### src/rtl/force_port_ctrl_if.sv
// force_port_ctrl_if: port data and command/status bundle for force_port_ctrl.
// master = debug command source and port source/consumer side, slave = the controller.
interface force_port_ctrl_if #(
  parameter int unsigned NCH   = 4,
  parameter int unsigned WIDTH = 8,
  parameter int unsigned DUR_W = 8,
  parameter int unsigned CH_W  = 4
);
  logic [NCH*WIDTH-1:0] i_data;
  logic [NCH*WIDTH-1:0] o_data;
  logic                 i_cmd_valid;
  logic                 o_cmd_ready;
  logic [1:0]           i_cmd_op;
  logic [CH_W-1:0]      i_cmd_ch;
  logic [WIDTH-1:0]     i_cmd_mask;
  logic [WIDTH-1:0]     i_cmd_value;
  logic [DUR_W-1:0]     i_cmd_dur;
  logic                 o_ack;
  logic                 o_ack_err;
  logic [NCH-1:0]       o_forced;
  logic [NCH-1:0]       o_expire;

  modport master (
    output i_data, i_cmd_valid, i_cmd_op, i_cmd_ch, i_cmd_mask, i_cmd_value, i_cmd_dur,
    input  o_data, o_cmd_ready, o_ack, o_ack_err, o_forced, o_expire
  );

  modport slave (
    input  i_data, i_cmd_valid, i_cmd_op, i_cmd_ch, i_cmd_mask, i_cmd_value, i_cmd_dur,
    output o_data, o_cmd_ready, o_ack, o_ack_err, o_forced, o_expire
  );
endinterface

### src/rtl/force_port_ctrl.sv
// force_port_ctrl: runtime per-bit force/release of NCH channels of WIDTH bits, with a
// command handshake (1 command per 2 cycles), timed auto-release and expiry reporting.
// Optional: define FORCE_PORT_OUT_REG_EN to register o_data (1-cycle latency, reset 0),
// which keeps o_data aligned with the registered o_forced.
module force_port_ctrl #(
  parameter int unsigned NCH   = 4,
  parameter int unsigned WIDTH = 8,
  parameter int unsigned DUR_W = 8,
  parameter int unsigned CH_W  = 4  // must satisfy 2**CH_W >= NCH
) (
  input logic              i_clk,
  input logic              i_arst_n,
  force_port_ctrl_if.slave bus
);

  typedef enum logic [0:0] {StIdle, StApply} state_e;

  localparam logic [1:0] OpNop        = 2'b00;
  localparam logic [1:0] OpForce      = 2'b01;
  localparam logic [1:0] OpRelease    = 2'b10;
  localparam logic [1:0] OpReleaseAll = 2'b11;

  state_e                    state_q, state_d;
  logic                      accept, apply, ack, ack_err, ready;
  logic [1:0]                op_q;
  logic [CH_W-1:0]           ch_q;
  logic [WIDTH-1:0]          cmask_q, cval_q;
  logic [DUR_W-1:0]          dur_q;
  logic [31:0]               ch_idx;
  logic                      ch_oor;
  logic [NCH-1:0][WIDTH-1:0] fmask_q, fmask_d, fval_q, fval_d;
  logic [NCH-1:0][DUR_W-1:0] timer_q, timer_d;
  logic [NCH-1:0]            expire_q, expire_d, forced_q, mask_any;
  logic [NCH*WIDTH-1:0]      mask_flat, val_flat, mux_data;

  assign ch_idx = 32'(ch_q);
  assign ch_oor = ch_idx >= NCH;

  // FSM state register
  always_ff @(posedge i_clk or negedge i_arst_n) begin
    if (!i_arst_n) state_q <= StIdle;
    else           state_q <= state_d;
  end

  // FSM next state and handshake/ack outputs
  always_comb begin
    state_d = state_q;
    accept  = 1'b0;
    apply   = 1'b0;
    ready   = 1'b0;
    ack     = 1'b0;
    ack_err = 1'b0;
    unique case (state_q)
      StIdle: begin
        ready = 1'b1;
        if (bus.i_cmd_valid) begin
          accept  = 1'b1;
          state_d = StApply;
        end
      end
      StApply: begin
        apply   = 1'b1;
        ack     = 1'b1;
        // RELEASE_ALL ignores the channel field, so it can never be out of range
        ack_err = ch_oor && (op_q == OpForce || op_q == OpRelease);
        state_d = StIdle;
      end
    endcase
  end

  // Command capture in IDLE
  always_ff @(posedge i_clk or negedge i_arst_n) begin
    if (!i_arst_n) begin
      op_q    <= OpNop;
      ch_q    <= '0;
      cmask_q <= '0;
      cval_q  <= '0;
      dur_q   <= '0;
    end else if (accept) begin
      op_q    <= bus.i_cmd_op;
      ch_q    <= bus.i_cmd_ch;
      cmask_q <= bus.i_cmd_mask;
      cval_q  <= bus.i_cmd_value;
      dur_q   <= bus.i_cmd_dur;
    end
  end

  // Per-channel next state: timer expiry first, then the command being applied
  always_comb begin
    fmask_d  = fmask_q;
    fval_d   = fval_q;
    timer_d  = timer_q;
    expire_d = '0;
    mask_any = '0;
    for (int k = 0; k < NCH; k++) begin
      mask_any[k] = |fmask_q[k];
      if (timer_q[k] != '0) begin
        timer_d[k] = timer_q[k] - DUR_W'(1);
        if (timer_q[k] == DUR_W'(1)) begin
          fmask_d[k]  = '0;
          expire_d[k] = 1'b1;
        end
      end
      if (apply) begin
        unique case (op_q)
          OpNop: ;
          OpForce: begin
            if (ch_idx == 32'(k)) begin
              fmask_d[k] = fmask_d[k] | cmask_q;
              fval_d[k]  = (fval_q[k] & ~cmask_q) | (cval_q & cmask_q);
              timer_d[k] = dur_q;
            end
          end
          OpRelease: begin
            if (ch_idx == 32'(k)) begin
              fmask_d[k] = fmask_d[k] & ~cmask_q;
              if (fmask_d[k] == '0) timer_d[k] = '0;
            end
          end
          OpReleaseAll: begin
            fmask_d[k]  = '0;
            timer_d[k]  = '0;
            expire_d[k] = 1'b0;
          end
        endcase
      end
    end
  end

  // Force masks, values, timers and registered status
  always_ff @(posedge i_clk or negedge i_arst_n) begin
    if (!i_arst_n) begin
      fmask_q  <= '0;
      fval_q   <= '0;
      timer_q  <= '0;
      expire_q <= '0;
      forced_q <= '0;
    end else begin
      fmask_q  <= fmask_d;
      fval_q   <= fval_d;
      timer_q  <= timer_d;
      expire_q <= expire_d;
      forced_q <= mask_any;
    end
  end

  assign mask_flat = fmask_q;
  assign val_flat  = fval_q;
  assign mux_data  = (bus.i_data & ~mask_flat) | (val_flat & mask_flat);

`ifdef FORCE_PORT_OUT_REG_EN
  logic [NCH*WIDTH-1:0] data_q;

  // Registered output data, one cycle behind the mux like o_forced
  always_ff @(posedge i_clk or negedge i_arst_n) begin
    if (!i_arst_n) data_q <= '0;
    else           data_q <= mux_data;
  end

  assign bus.o_data = data_q;
`else
  assign bus.o_data = mux_data;
`endif

  assign bus.o_cmd_ready = ready;
  assign bus.o_ack       = ack;
  assign bus.o_ack_err   = ack_err;
  assign bus.o_forced    = forced_q;
  assign bus.o_expire    = expire_q;

endmodule

### src/flat_wrapper.sv
// flat-port wrapper written by rule: the top's interface ports become plain ports
module force_port_ctrl_flat 
#(
  parameter int unsigned NCH   = 4,
  parameter int unsigned WIDTH = 8,
  parameter int unsigned DUR_W = 8,
  parameter int unsigned CH_W  = 4                                
)
  (i_clk, i_arst_n, bus_i_data, bus_i_cmd_valid, bus_i_cmd_op, bus_i_cmd_ch, bus_i_cmd_mask, bus_i_cmd_value, bus_i_cmd_dur, bus_o_data, bus_o_cmd_ready, bus_o_ack, bus_o_ack_err, bus_o_forced, bus_o_expire);
  force_port_ctrl_if #(.NCH(NCH), .WIDTH(WIDTH), .DUR_W(DUR_W), .CH_W(CH_W)) bus_i ();
  input logic i_clk;
  input logic i_arst_n;
  input wire logic [$bits(bus_i.i_data)-1:0] bus_i_data;
  input wire logic [$bits(bus_i.i_cmd_valid)-1:0] bus_i_cmd_valid;
  input wire logic [$bits(bus_i.i_cmd_op)-1:0] bus_i_cmd_op;
  input wire logic [$bits(bus_i.i_cmd_ch)-1:0] bus_i_cmd_ch;
  input wire logic [$bits(bus_i.i_cmd_mask)-1:0] bus_i_cmd_mask;
  input wire logic [$bits(bus_i.i_cmd_value)-1:0] bus_i_cmd_value;
  input wire logic [$bits(bus_i.i_cmd_dur)-1:0] bus_i_cmd_dur;
  output wire logic [$bits(bus_i.o_data)-1:0] bus_o_data;
  output wire logic [$bits(bus_i.o_cmd_ready)-1:0] bus_o_cmd_ready;
  output wire logic [$bits(bus_i.o_ack)-1:0] bus_o_ack;
  output wire logic [$bits(bus_i.o_ack_err)-1:0] bus_o_ack_err;
  output wire logic [$bits(bus_i.o_forced)-1:0] bus_o_forced;
  output wire logic [$bits(bus_i.o_expire)-1:0] bus_o_expire;
  assign bus_i.i_data = bus_i_data;
  assign bus_i.i_cmd_valid = bus_i_cmd_valid;
  assign bus_i.i_cmd_op = bus_i_cmd_op;
  assign bus_i.i_cmd_ch = bus_i_cmd_ch;
  assign bus_i.i_cmd_mask = bus_i_cmd_mask;
  assign bus_i.i_cmd_value = bus_i_cmd_value;
  assign bus_i.i_cmd_dur = bus_i_cmd_dur;
  assign bus_o_data = bus_i.o_data;
  assign bus_o_cmd_ready = bus_i.o_cmd_ready;
  assign bus_o_ack = bus_i.o_ack;
  assign bus_o_ack_err = bus_i.o_ack_err;
  assign bus_o_forced = bus_i.o_forced;
  assign bus_o_expire = bus_i.o_expire;
  force_port_ctrl #(.NCH(NCH), .WIDTH(WIDTH), .DUR_W(DUR_W), .CH_W(CH_W)) u_core (.i_clk(i_clk), .i_arst_n(i_arst_n), .bus(bus_i));
endmodule
### config.mk
export PLATFORM = sky130hd
export DESIGN_NAME = force_port_ctrl_flat
export DESIGN_NICKNAME = d
export VERILOG_FILES = /design/src/rtl/force_port_ctrl_if.sv /design/src/rtl/force_port_ctrl.sv /design/src/flat_wrapper.sv
export SDC_FILE = /design/constraint.sdc
export NUM_CORES = 1
export LEC_CHECK = 0
export CELL_PAD_IN_SITES_DETAIL_PLACEMENT = 1
export CELL_PAD_IN_SITES_GLOBAL_PLACEMENT = 1
export CORE_ASPECT_RATIO = 0.6
export CORE_UTILIZATION = 46
export DETAILED_ROUTE_END_ITERATION = 12
export PLACE_DENSITY = 0.94
export SLEW_MARGIN = 40
export SYNTH_ARGS = -nofsm -noshare
export SYNTH_HDL_FRONTEND = slang
export SYNTH_SLANG_ARGS = --single-unit
### constraint.sdc
create_clock -name i_clk -period 3.28 [get_ports i_clk]
set_input_delay 0.82 -clock i_clk [delete_from_list [all_inputs] [get_ports i_clk]]
set_output_delay 0.82 -clock i_clk [all_outputs]
set_load 0.01 [all_outputs]
=== After elaboration in Yosys (flattened, before gate mapping) ===
Index checks and enable logic that the tools add are counted.

* $add $sub $neg: 4
* Order comparisons: 1
* Equal/unequal tests: 10
* Multiplexer cells: 70
* Bitwise gates (word level): 23
* Reductions and logical operators: 19

{| class="wikitable"
|+ Operators with widths
! cell !! count
|-
| 8-bit two-way mux || 40
|-
| 8-bit case mux with 3 select lines || 8
|-
| 8-bit bitwise AND || 9
|-
| 32-bit bitwise AND || 2
|-
| 8-bit OR || 8
|-
| 8-bit by 1-bit == test with 1-bit output (second input constant) || 4
|-
| 32-bit logical NOT || 1
|-
| 8-bit logical NOT || 4
|-
| 32-bit NOT || 1
|-
| 32-bit OR || 1
|-
| 8-bit nonzero test || 4
|-
| 8-bit OR reduction || 4
|-
| 8-bit by 1-bit subtractor with 8-bit output (second input constant) || 4
|-
| 1-bit two-way mux || 21
|-
| 3-bit AND reduction || 4
|-
| 4-bit by 2-bit == test with 1-bit output (second input constant) || 2
|-
| 8-bit NOT || 1
|-
| 2-bit == test (second input constant) || 2
|-
| 4-bit by 1-bit == test with 1-bit output (second input constant) || 1
|-
| 4-bit by 3-bit >= comparator with 1-bit output (second input constant) || 1
|-
| 2-bit by 1-bit == test with 1-bit output (second input constant) || 1
|-
| 1-bit case mux with 2 select lines || 1
|-
| 1-bit logical AND || 1
|-
| 1-bit logical OR || 1
|-
| 1-bit NOT || 1
|}

* Register bits: 135
* Input bits: 65
* Output and inout port bits: 43

=== Logic depth before layout (Yosys ltp) ===
Gate-level depths: netlist (run 1).

* Word-level depth: 9
* Gate-level depth with buffers: 8

=== Worst setup path before layout (run 1) ===
OpenSTA, ideal clock, no wires.

* Path type: input -> register
* Start: input bus_i_cmd_valid
* End: register u_core.ch_q[0]
* Library setup time: 0.125 ns
* Arrival time: 1.845 ns
* Required time: 3.155 ns
* Path slack: 1.310 ns
* Stages: 4
* Path buffers: 2
* Cell sequence: nor2b_1 clkbuf_1 clkbuf_1 mux2_2

* Longest elaborated chain between the ends: 2

{| class="wikitable"
|+ Ends and longest elaborated chain
! element !! RTL line !! text
|-
| from (decl) || flat_wrapper.sv:14 || <nowiki>input wire logic [$bits(bus_i.i_cmd_valid)-1:0] bus_i_cmd_valid;</nowiki>
|-
| 1-bit two-way mux || force_port_ctrl.sv:56 || <nowiki>if (bus.i_cmd_valid) begin</nowiki>
|-
| 1-bit two-way mux || force_port_ctrl.sv:53 || <nowiki>unique case (state_q)</nowiki>
|-
| to (signal assigned) || force_port_ctrl.sv:81 || <nowiki>ch_q <= bus.i_cmd_ch;</nowiki>
|-
| to (decl) || force_port_ctrl.sv:26 || <nowiki>logic [CH_W-1:0] ch_q;</nowiki>
|}

Every way passes these cells.
A chain may end at the register's enable or synchronous reset.

=== Final worst setup path (run 1) ===
* Start: register u_core.ch_q[3]
* End: output bus_o_ack_err

* Longest elaborated chain between the ends: 3

{| class="wikitable"
|+ Ends and longest elaborated chain
! element !! RTL line !! text
|-
| 4-bit by 3-bit >= comparator with 1-bit output || force_port_ctrl.sv:37 || <nowiki>assign ch_oor = ch_idx >= NCH;</nowiki>
|-
| 1-bit logical AND || force_port_ctrl.sv:65 || <nowiki>ack_err = ch_oor && (op_q == OpForce || op_q == OpRelease);</nowiki>
|-
| 1-bit two-way mux || force_port_ctrl.sv:53 ||
|-
| to (decl) || flat_wrapper.sv:23 || <nowiki>output wire logic [$bits(bus_i.o_ack_err)-1:0] bus_o_ack_err;</nowiki>
|}

Every way passes these cells.

==> run_results.csv, run 1 <==
group,metric,value,unit
clocking,cts_tree,"yes",
outcome,violations,"DRC",
yosys,muxShareOfSynthArea,14.6,%
setup_path,crit_required,2.46,ns
floorplanning,die_h,100,um
routing,drt-total-wl,29900,um
timing,report.final.setup_viol,0,
setup_path,crit_arrival,2.05,ns
setup_path,path_common_cell,"nor2_1",
layout,stdcell_count,1082,
clocking,cts_hold_buf,0,
yosys,synth_xor_area_share,2.00,%
clocking,insertion_delay,0.44,ns
routing,wl_per_cell,27.7,um
clocking,post_cts_resized,0,
timing,slew_violations,0,
placed_design,dp_slack,0.453,ns
timing,whs,0.421,ns
timing,rsz0062_at_grt,"no",
routing,antenna_left,0,
floorplanning,core_region_area,15500,um2
flow_run,cap_viol_max_count,0,
power,total_power,6.92,mW
layout,area_delta_synth_final,26.1,%
timing,postLayoutSetupSlackWorst,0.405,ns
global_route,grt_pass1_vias,7995,
yosys,synth_top_family_by_area,"simple AND/OR/NAND/NOR gates",
floorplanning,die_area,16700,um2
setup_path,crit_type,"reg -> out",
setup_path,critPathLaunchType,"flip-flop",
clocking,cts_made_buffers,17,
clocking,clk_path_buf_depth,2,
power,leakagePower,3.93,nW
yosys,synth-adder-area-share,2.69,%
global_route,grt_pass1_wl,47100,um
setup_path,crit_fanout,5,
hold_path,hold_path.class,"in -> async",
setup_path,crit_path_cell_trace,"nor2_1, nor2_1, clkdlybuf4s50_1",
routing,avgViaCountPerCell,6.70,
yosys,synth_area_leaders,"dfrtp_1, mux2_2, nand2_1, mux2_1, o22ai_1",
power,p_comb_share,31.5,%
layout,fin_nets,947,
placed_design,hpwl,18600,um
power,clock_power_share,31.7,%
yosys,syn_nets,852,
placed_design,place_area,8720,um2
yosys,syn-cell-area,7430,um2
global_route,grt_remaining_overflow,0,
clocking,clockRootBuffer,"clkbuf_16",
power,p_int,4.27,mW
power,irDropWorstVdd,0.336,mV
placed_design,place_inst,1050,
clocking,postCtsSetupBuffers,0,
clocking,clock_sinks,135,
timing,tightestPinTransition,0.841,ns
timing,fin_setup_tns,0,ns
placed_design,io_buffer_count,107,
layout,n_antenna_cell,0,
layout,layout-drive-gt1-share,15.1,%
timing,finalHoldViolCount,0,
yosys,synthCells,771,
layout,postLayoutCoreUtil,60.3,%
yosys,yosys.area.top_type_share,45.5,%
clocking,htreeDepth,4,
yosys,synth-warning-count,0,
placed_design,place_congestion,0.870,
routing,drtIter0Drc,730,
power,p_sw_share,38.3,%
global_route,grt_usage,37.6,%
setup_path,cp-end-kind,"primary output",
routing,dr.pass1.iters,11,
timing,fmax,348,MHz
power,power.density,738,nW/um2
setup_path,max_stage_delay,0.51,ns
floorplanning,die_w,166,um
floorplanning,initial_core_util,47.8,%
timing,relSlewSlack,43.9,%
power,p_sw,2.65,mW
routing,drc,8,
setup_path,slowest_stage,"clkdlybuf4s50_1",
floorplanning,io_pins,108,
power,seq_power_share,36.8,%
yosys,syn_avg_cell_area,9.64,um2
timing,fin_crit_sh,87.6,%
yosys,synth_compound_area_share,13.4,%
yosys,ys_types,59,
global_route,grt_max_degree,76,
timing,min_period,2.87,ns
outcome,status,"complete, but fails checks",
global_route,antenna_found_initial,0,
clocking,clk_pin_slew,0.06,ns
setup_path,reg2reg_depth,6,
floorplanning,rows,35,
yosys,yosysSeqAreaShare,45.5,%
yosys,synth-seq-cells,135,
routing,vias,7251,
timing,fin_worst_skew,0.00934,ns
yosys,synth_simple_gate_area_share,16.8,%
layout,final_area,9380,um2
yosys,yosysTopAreaCell,"dfrtp_1",
routing by layer:
layer / GRT usage [%] / share of wire, %
met3: 10.9 / 11
met4: 21.7 / 4.9
met5: 0 / 0
met2: 59.5 / 45
met1: 46.5 / 39
worst max-delay path, delay by kind of cell, from the launching register on:
| kind | cells | cell delay [ns] |
|---|---|---|
| DFF | 1 | 0.48 |
| buffers and inverters | 1 | 0.51 |
| and+or+nand+nor | 2 | 0.63 |
power groups by stage:
stage,clock network [mW],logic (mW),registers [mW]
6_report,2.20,2.18,2.55
5_1_grt,2.25,2.35,2.57
4_1_cts,2.20,2.13,2.51
3_5_place_dp,0,2.01,2.50
3_3_place_gp,0,1.81,2.47
2_1_floorplan,0,1.41,2.30
kinds of logic after synthesis:
logic type               after synthesis
buffers and inverters                 95
XOR/XNOR                              17
AND/OR/NAND/NOR                      251
multiplexers                          97
AO/OA/AOI/OAI                        160
adder cells (fa/ha/maj)               16
flip-flops                           135
final cells by class:
cell class,count,area [um2]
Timing Repair Buffer,124,1210
Tap cell,203,254
Fill cell,1669,6170
Clock buffer,17,425
Inverter,47,176
Sequential cell,135,3380
Clock inverter,15,225
Multi-Input combinational cell,541,3700
cells in the final DEF (no fill, tap or decap), types with 15 or more instances in the layout:
master           instances
a21oi_1                 57
buf_4                   16
clkbuf_16               17
clkdlybuf4s50_1        106
dfrtp_1                135
ha_1                    15
inv_1                   45
mux2_1                  32
mux2_2                  61
nand2_1                110
nand3_1                 59
nor2_1                  22
o21ai_0                 15
o22ai_1                 56
final timing paths:
check / from / endpoint / slack, ns
min in group i_clk: flip-flop / flip-flop / 0.49
max in group asynchronous: i_arst_n / u_core.timer_q[5]$_DFF_PN0_ / 2.08
hold reg to reg: flip-flop / flip-flop / 0.49
setup / recovery: u_core.ch_q[3]$_DFFE_PN0P_ / bus_o_ack_err / 0.41
setup reg to reg: u_core.ch_q[3]$_DFFE_PN0P_ / u_core.timer_q[16]$_DFF_PN0_ / 0.76
hold / removal: i_arst_n / asynchronous set/reset pin / 0.42
cell usage after synthesis (all sizes together):
library cell  number
nand3             61
and3               3
a41oi              1
o2bb2ai            9
a31oi              1
nand4b             2
o21a               1
nand3b             2
a211oi             1
and2b              1
o221ai             2
or2                2
nor3               9
inv               47
or4                3
nor4              14
or3                3
a22o               1
a21bo              1
o22ai             56
mux2              93
nor3b              2
xnor2              8
a31o               2
nand4              6
nand2            112
and2               2
nand2b             2
nor4b              1
a21oi             57
a21o               1
nor2b              3
o21ai             23
buf                9
nor2              23
ha                16
dfrtp            135
o211ai             1
clkbuf            39
a32o               3
mux2i              4
xor2               9
Note: power is estimated with default switching activity, not from simulation.
==> inputs of run 2 (changes only) <==
--- a/config.mk
+++ b/config.mk
@@ -10,6 +10,7 @@
 export CORE_ASPECT_RATIO = 0.6
 export CORE_UTILIZATION = 46
 export DETAILED_ROUTE_END_ITERATION = 12
+export MAX_ROUTING_LAYER = met4
 export PLACE_DENSITY = 0.94
 export SLEW_MARGIN = 40
 export SYNTH_ARGS = -nofsm -noshare
==> run 2 against run 1 <==
Compared with the run above:
- the run still ends with DRC left
- combinational power about the same
- fmax increased by 0.14%
- sequential power about the same
- sequential share of layout area barely moved
- wire length barely moved
- largest cell class unchanged
- largest power group unchanged
==> run_results.csv, run 2 (synthesis gave the netlist of run 1 again) <==
group,metric,value,unit
routing,vias,7199,
clocking,clk_path_buf_depth,2,
power,p_comb_share,31.4,%
global_route,grt_remaining_overflow,0,
power,irDropWorstVdd,0.339,mV
flow_run,cap_viol_max_count,0,
timing,min_period,2.87,ns
layout,final_area,9380,um2
power,p_int,4.27,mW
clocking,clk_pin_slew,0.06,ns
routing,drt-total-wl,29900,um
placed_design,io_buffer_count,107,
power,clock_power_share,31.9,%
setup_path,crit_fanout,5,
global_route,grt_max_degree,76,
setup_path,crit_required,2.46,ns
setup_path,cp_num_buf_inv,1,
setup_path,max_stage_delay,0.51,ns
setup_path,cp_top_family,"simple AND/OR/NAND/NOR gates",
layout,final_cell_mix,"dfrtp_1, nand2_1, clkdlybuf4s50_1, mux2_2, nand3_1",
setup_path,critPathLaunchType,"flip-flop",
power,p_sw_share,38.3,%
setup_path,cp-startpoint,"u_core.ch_q[3]$_DFFE_PN0P_",
clocking,cts_hold_buf,0,
clocking,clockRootBuffer,"clkbuf_16",
outcome,violations,"DRC",
power,seq_power_share,36.7,%
layout,area_delta_synth_final,26.2,%
timing,fmax,348,MHz
floorplanning,rows,35,
power,leakagePower,3.93,nW
clocking,htreeDepth,4,
timing,slew_violations,0,
timing,fin_worst_skew,0.00800,ns
power,p_sw,2.65,mW
timing,report.final.setup_viol,0,
routing,wl_per_cell,27.6,um
setup_path,path_common_cell,"nor2_1",
global_route,antenna_found_initial,0,
timing,relSlewSlack,45.9,%
routing,drtIter0Drc,771,
timing,fin_setup_tns,0,ns
global_route,grt_usage,38.7,%
layout,layout-drive-gt1-share,15.1,%
routing,drc,16,
global_route,grt_pass1_vias,7986,
setup_path,crit_path_cell_trace,"nor2_1, nor2_1, clkdlybuf4s50_1",
timing,fin_crit_sh,87.5,%
setup_path,cp-end-kind,"primary output",
floorplanning,die_area,16700,um2
floorplanning,io_pins,108,
setup_path,crit_type,"reg -> out",
hold_path,hold_path.class,"in -> async",
setup_path,reg2reg_from,"u_core.state_q$_DFF_PN0_",
placed_design,place_congestion,0.885,
routing,antenna_left,0,
clocking,cts_made_buffers,17,
outcome,status,"complete, but fails checks",
clocking,post_cts_resized,0,
timing,tightestPinTransition,0.810,ns
layout,fin_nets,947,
layout,layout_commonest_cell,"dfrtp_1",
timing,rsz0062_at_grt,"no",
routing,dr.pass1.iters,11,
floorplanning,initial_core_util,47.8,%
power,power.density,738,nW/um2
placed_design,place_area,8720,um2
placed_design,hpwl,18600,um
global_route,grt_pass1_wl,47100,um
setup_path,crit_arrival,2.05,ns
floorplanning,core_region_area,15500,um2
floorplanning,die_w,166,um
clocking,clock_sinks,135,
clocking,postCtsSetupBuffers,0,
clocking,insertion_delay,0.44,ns
layout,fill_cells,1667,
timing,finalHoldViolCount,0,
setup_path,slowest_stage,"clkdlybuf4s50_1",
clocking,cts_tree,"yes",
routing,avgViaCountPerCell,6.64,
floorplanning,die_h,100,um
==> run 2: changes by cell type in the layout (fill, tap and decap cells not counted) <==
cell / previous run / this run
diode_2: 0 / 3
==> run 2: per-stage QoR <==
stage | utilization [%] | cells | hold WS (ns) | setup slack (ns) | power, mW
4_1_cts | 60.3 | 1082 | 0.451 | 0.435 | 6.83
6_report | 60.4 | 1085 | 0.426 | 0.409 | 6.92
5_1_grt | 60.3 | 1082 | 0.484 | 0.388 | 7.16
3_5_place_dp | 56.1 | 1050 | 0.477 | 0.453 | 4.52
3_3_place_gp | 56.1 | 1050 | 0.474 | 0.438 | 4.29
2_1_floorplan | - | 771 | 0.459 | 1.31 | 3.71
==> run 2: final cells by class <==
| class | count | area [um2] | share of cell area (%) |
|---|---|---|---|
| antenna | 3 | 7.51 | 0.0800 |
| clock buffer | 17 | 425 | 4.53 |
| multi-input combinational | 541 | 3700 | 39.5 |
| timing repair buffer | 124 | 1210 | 12.9 |
| sequential | 135 | 3380 | 36.0 |
| clock inverter | 15 | 225 | 2.40 |
| inverter | 47 | 176 | 1.88 |
| tap | 203 | 254 | 2.71 |
==> run 2: final timing paths <==
kind                                               end  slack (ns)  cells past startpoint
max                                      bus_o_ack_err        0.41                      3
min                         asynchronous set/reset pin        0.43                      1
max reg2reg                u_core.fmask_q[1]$_DFF_PN0_        0.78                      6
min reg2reg                                  flip-flop        0.49                      1
max in group asynchronous  u_core.timer_q[5]$_DFF_PN0_        2.09                      2
min in group i_clk                           flip-flop        0.49                      1
==> run 2: worst reg2reg max path, stage by stage, from the launching register on <==
cell,delay [ns]
dfrtp_1,0.65
inv_2,0.11
nor2_2,0.66
buf_4,0.27
nand2_1,0.06
buf_4,0.28
o22ai_1,0.35
==> run 2: power groups by stage <==
stage | sequential, mW | combinational, mW | clock (mW)
floorplan | 2.30 | 1.41 | 0
global placement | 2.47 | 1.81 | 0
detailed placement | 2.50 | 2.01 | 0
CTS | 2.51 | 2.13 | 2.20
global route | 2.57 | 2.34 | 2.25
finish | 2.54 | 2.17 | 2.21
==> run 2: layer usage <==
metal / track usage [%] / routed length (um) / up-vias
met5: - / 0 / -
met4: 21.4 / 1430 / 0
met3: 10.2 / 3280 / 150
met2: 59.9 / 13600 / 543
met1: 46.6 / 11700 / 3579
li1: - / - / 2927
